**config.mk**
```make
export PLATFORM = sky130hd
export DESIGN_NAME = read_ptr_module
export DESIGN_NICKNAME = d
export VERILOG_FILES = /design/src/rtl/fifo_pkg.sv /design/src/rtl/gray_to_bin.sv /design/src/rtl/read_ptr_module.sv
export SDC_FILE = /design/constraint.sdc
export NUM_CORES = 1
export LEC_CHECK = 0
export ABC_CLOCK_PERIOD_IN_PS = 2600
export CAP_MARGIN = 20
export CORE_UTILIZATION = 42
export DETAILED_ROUTE_END_ITERATION = 8
export HOLD_SLACK_MARGIN = 0.12
export MAX_ROUTING_LAYER = met4
export PLACE_DENSITY = 0.81
export SKIP_CTS_REPAIR_TIMING = 1
export SKIP_LAST_GASP = 1
export SLEW_MARGIN = 30
export SYNTH_ARGS = -nofsm -noshare
export SYNTH_HDL_FRONTEND = slang
export SYNTH_HIERARCHICAL = 1
export SYNTH_SLANG_ARGS = --single-unit
```
**constraint.sdc**
```tcl
create_clock -name r_clk -period 2.6 [get_ports r_clk]
set_input_delay 0.65 -clock r_clk [delete_from_list [all_inputs] [get_ports r_clk]]
set_output_delay 0.65 -clock r_clk [all_outputs]
set_load 0.01 [all_outputs]
```
**src/rtl/fifo_pkg.sv**
```systemverilog
// Shared async-FIFO defaults and pointer-code helpers, common to the read and write sides.
package fifo_pkg;

    localparam int unsigned PTR_WIDTH_DEF = 4;
    localparam int unsigned AE_THRESH_DEF = 2;
    localparam int unsigned CODE_W        = 32;

    function automatic logic [CODE_W-1:0] bin2gray(input logic [CODE_W-1:0] b);
        return b ^ (b >> 1);
    endfunction

    // MSB-down XOR prefix; zero-extended inputs convert correctly at any narrower width.
    function automatic logic [CODE_W-1:0] gray2bin(input logic [CODE_W-1:0] g);
        logic [CODE_W-1:0] b;
        b[CODE_W-1] = g[CODE_W-1];
        for (int i = CODE_W - 2; i >= 0; i--) begin
            b[i] = b[i+1] ^ g[i];
        end
        return b;
    endfunction

endpackage

```
**src/rtl/gray_to_bin.sv**
```systemverilog
// Combinational Gray-to-binary converter of configurable width.
module gray_to_bin
    import fifo_pkg::*;
#(
    parameter int unsigned WIDTH = PTR_WIDTH_DEF + 1
) (
    input  logic [WIDTH-1:0] gray_i,
    output logic [WIDTH-1:0] bin_o
);

    assign bin_o = WIDTH'(gray2bin(CODE_W'(gray_i)));

endmodule

```
**src/rtl/read_ptr_module.sv**
```systemverilog
// Async-FIFO read-side pointer, empty/underflow flags and optional occupancy (macro RD_LEVEL_EN).
// Without RD_LEVEL_EN, rd_level reads 0 and almost_empty mirrors empty.
module read_ptr_module
    import fifo_pkg::*;
#(
    parameter int unsigned PTR_WIDTH = PTR_WIDTH_DEF,
    parameter int unsigned AE_THRESH = AE_THRESH_DEF
) (
    input  logic                 r_clk,
    input  logic                 r_rst,
    input  logic                 r_en,
    input  logic [PTR_WIDTH:0]   g_write_ptr_sync,
    output logic [PTR_WIDTH:0]   b_read_ptr,
    output logic [PTR_WIDTH:0]   g_read_ptr,
    output logic                 empty,
    output logic                 almost_empty,
    output logic [PTR_WIDTH:0]   rd_level,
    output logic                 underflow
);

    localparam int unsigned PW = PTR_WIDTH + 1;

    logic [PW-1:0] b_read_ptr_q, b_read_ptr_d;
    logic [PW-1:0] g_read_ptr_q, g_read_ptr_d;
    logic          empty_q, empty_d;
    logic          underflow_q, underflow_d;
    logic          rd_grant;

    // Next pointer: a read only advances while the FIFO is non-empty.
    always_comb begin
        rd_grant     = r_en & ~empty_q;
        b_read_ptr_d = b_read_ptr_q + PW'(rd_grant);
        g_read_ptr_d = PW'(bin2gray(CODE_W'(b_read_ptr_d)));
        empty_d      = (g_read_ptr_d == g_write_ptr_sync);
        underflow_d  = underflow_q | (r_en & empty_q);
    end

    always_ff @(posedge r_clk or posedge r_rst) begin
        if (r_rst) begin
            b_read_ptr_q <= '0;
            g_read_ptr_q <= '0;
            empty_q      <= 1'b1;
            underflow_q  <= 1'b0;
        end else begin
            b_read_ptr_q <= b_read_ptr_d;
            g_read_ptr_q <= g_read_ptr_d;
            empty_q      <= empty_d;
            underflow_q  <= underflow_d;
        end
    end

    assign b_read_ptr = b_read_ptr_q;
    assign g_read_ptr = g_read_ptr_q;
    assign empty      = empty_q;
    assign underflow  = underflow_q;

`ifdef RD_LEVEL_EN
    logic [PW-1:0] w_bin;
    logic [PW-1:0] rd_level_q, rd_level_d;
    logic          almost_empty_q, almost_empty_d;

    gray_to_bin #(
        .WIDTH (PW)
    ) u_wptr_g2b (
        .gray_i (g_write_ptr_sync),
        .bin_o  (w_bin)
    );

    // Occupancy uses the pointer being loaded this edge so it agrees with empty.
    always_comb begin
        rd_level_d     = w_bin - b_read_ptr_d;
        almost_empty_d = (32'(rd_level_d) <= AE_THRESH);
    end

    always_ff @(posedge r_clk or posedge r_rst) begin
        if (r_rst) begin
            rd_level_q     <= '0;
            almost_empty_q <= 1'b1;
        end else begin
            rd_level_q     <= rd_level_d;
            almost_empty_q <= almost_empty_d;
        end
    end

    assign rd_level     = rd_level_q;
    assign almost_empty = almost_empty_q;
`else
    assign rd_level     = '0;
    assign almost_empty = empty_q;
`endif

endmodule

```
==> results.toml <==
[timing]
skew_ns = 0.00477
period_share_pct = 95.7
fin_setup_tns_ns = 0
setup_violations = 0
hold_viol = 0
finalMaxSlewViolations = 0
fmax_mhz = 402
finalCriticalPeriod_ns = 2.49

[finish]
area_growth_pct = 37.4
layout_common_cells = "clkdlybuf4s50_1 (20), dfrtp_1 (10), buf_4 (6)"
fin_area_sq_um = 951
n_fill_cell = 138
fin_nets = 105
final_cells = 110
drive_gt1_share_pct = 19.1
antenna_cells = 0
mostFrequentLayoutCell = "clkdlybuf4s50_1"
finalCoreUtilization_pct = 62.4

[route]
vias = 583
first_pass_iters = 4
wire_per_inst_microns = 12.3
drt-initial-drc-count = 11
vias_per_cell = 5.30
ant_nets = 0
wl_mm = 1.35
drc_errors = 0

[die]
ios = 26
design.core.area_sq_um = 1520
die_height_microns = 42.6
die_width_microns = 42.6
initial_utilization_pct = 45.4
die_area_sq_um = 1810
rows = 14

[yosys]
synthXorXnorAreaFrac_pct = 17.4
yosys.cell_types.count = 30
ys_warn_count = 6
synth-seq-cells = 11
async_reset_ff_share_pct = 100
yosysTopAreaCell = "dfrtp_1"
synth_edf_count = 0
synth_fa_ha_area_share_pct = 3.62
synth_top_area_share_pct = 36.2
synth_simple_gate_area_share_pct = 13.0
synth_compound_area_share_pct = 13.4
syn_inst = 69
netlist_top_cells_area = "dfrtp_1 (36%), buf_4 (8.7%), xnor2_1 (6.3%)"
synth_area_per_cell_sq_um = 10.0
synth_top_family_by_area = "XOR/XNOR gates"
synth_ff_type = "dfrtp_1"
synth_mux_area_share_pct = 0
ys_seq_area_share_pct = 40.0
syn-cell-area_sq_um = 692

[power_and_ir_drop]
sequentialPowerShare_pct = 29.8
swShare_pct = 39.1
power_frac_clock_pct = 9.6
power_switching_uw = 479
p_per_area_nw_per_um2 = 1290
ir_drop_mv = 0.829
power_mw = 1.23
p_comb_share_pct = 60.6
p_leak_nw = 0.413
internal_power_uw = 746

[global_route]
grtUsageTotal_pct = 18.6
antenna_found_initial = 0
grt_max_degree = 12
grt_pass1_vias = 533
grt_pass1_wl_mm = 2.39
grt_overflow = 0

[clocking]
cts_sinks = 11
clk_pin_slew_worst_paths_ns = 0.07
clock_latency_ns = 0.27
htreeDepth = 1
clock_path_buffers = 2
cts_tree = "yes"
numCtsBuffers = 3
cts_root_buffer = "clkbuf_4"

[worst_setup_path]
crit_type = "primary input to register"
critPathRequiredTime_ns = 2.77
worst_ep_arrival_time_ns = 2.66
startpoint = "r_en"
worstPathMaxFanout = 4
crit_path_start_kind = "primary input"
rr_worst_depth = 8
r2r_end = "almost_empty"
reg2reg_from = "almost_empty"
reg2reg_slack_ns = 0.55
cp-end-kind = "register"

[placed_design]
dpl.hpwl_mm = 1.02
io_buffers = 20
place_inst = 106
gp_congestion = 0.834
post_dp_cell_area_sq_um = 907

[hold_path]
hold_start = "underflow"
hold_path_end = "underflow"
whs_path_depth = 1
hold_class = "register to register"

[run]
cap_violations = 0

[status]
status = "finished, final reports clean"
per-stage QoR:
step           hold WS, ns  worst slack (ns)
3_3_place_gp         0.436            -0.183
4_1_cts              0.460           -0.0266
6_report             0.458             0.112
2_1_floorplan        0.493             0.252
3_5_place_dp         0.444            -0.308
5_1_grt              0.482          -0.00592
registers in the layout (all words and copies together), names as in the netlist:
name          count
g_read_ptr        4
almost_empty      1
b_read_ptr        5
underflow         1
layout make-up:
type | instances | area, sq um | area share [%]
multi-input cells | 48 | 364 | 38.3
clock buffers | 4 | 26.3 | 2.76
repair buffers | 26 | 245 | 25.8
well taps | 16 | 20.0 | 2.11
flip-flops and latches | 11 | 277 | 29.1
inverters | 5 | 18.8 | 1.97
worst max-delay path, stage by stage:
cell and delay, ns:
clkdlybuf4s50_1 0.48, nor2b_2 0.14, ha_2 0.19, ha_2 0.23, and4b_1 0.22, a21oi_2 0.12, o22ai_2 0.11, xnor2_1 0.16
a2111oi_2 0.37
power groups by stage:
stage               registers, mW  clock network [mW]  logic (mW)
finish                      0.365               0.118       0.742
global route                0.382               0.134       0.813
CTS                         0.361               0.123       0.725
detailed placement          0.364                   0       0.721
global placement            0.360                   0       0.701
floorplan                   0.364                   0       0.434
kinds of logic after synthesis:
group                    Yosys count
AND/OR/NAND/NOR                   16
other                              1
AO/OA/AOI/OAI                     13
XOR/XNOR                          12
adder cells (fa/ha/maj)            2
flip-flops                        11
buffers and inverters             14
routing by layer:
layer	global-route usage, %	up-vias	part of all wire [%]
li1	-	276	-
met2	28.3	29	51
met4	9.38	0	2.4
met1	22.1	274	41
met5	-	-	0
met3	5.60	4	6.1
worst max-delay path by stage:
stage                   endpoint  slack [ns]  cells past startpoint
floorplan           almost_empty        0.25                      8
global placement    almost_empty       -0.18                      9
detailed placement  almost_empty       -0.31                      9
CTS                 almost_empty       -0.03                      9
global route        almost_empty      -0.006                      9
finish              almost_empty        0.11                      9
cells in the mapped netlist (3+ instances only):
library cell and instances:
dfrtp_1 10, buf_4 8, xnor2_1 5, xor2_1 5, inv_1 4, nand2_1 3, nand3_1 3
(Power assumes the default switching activity.)
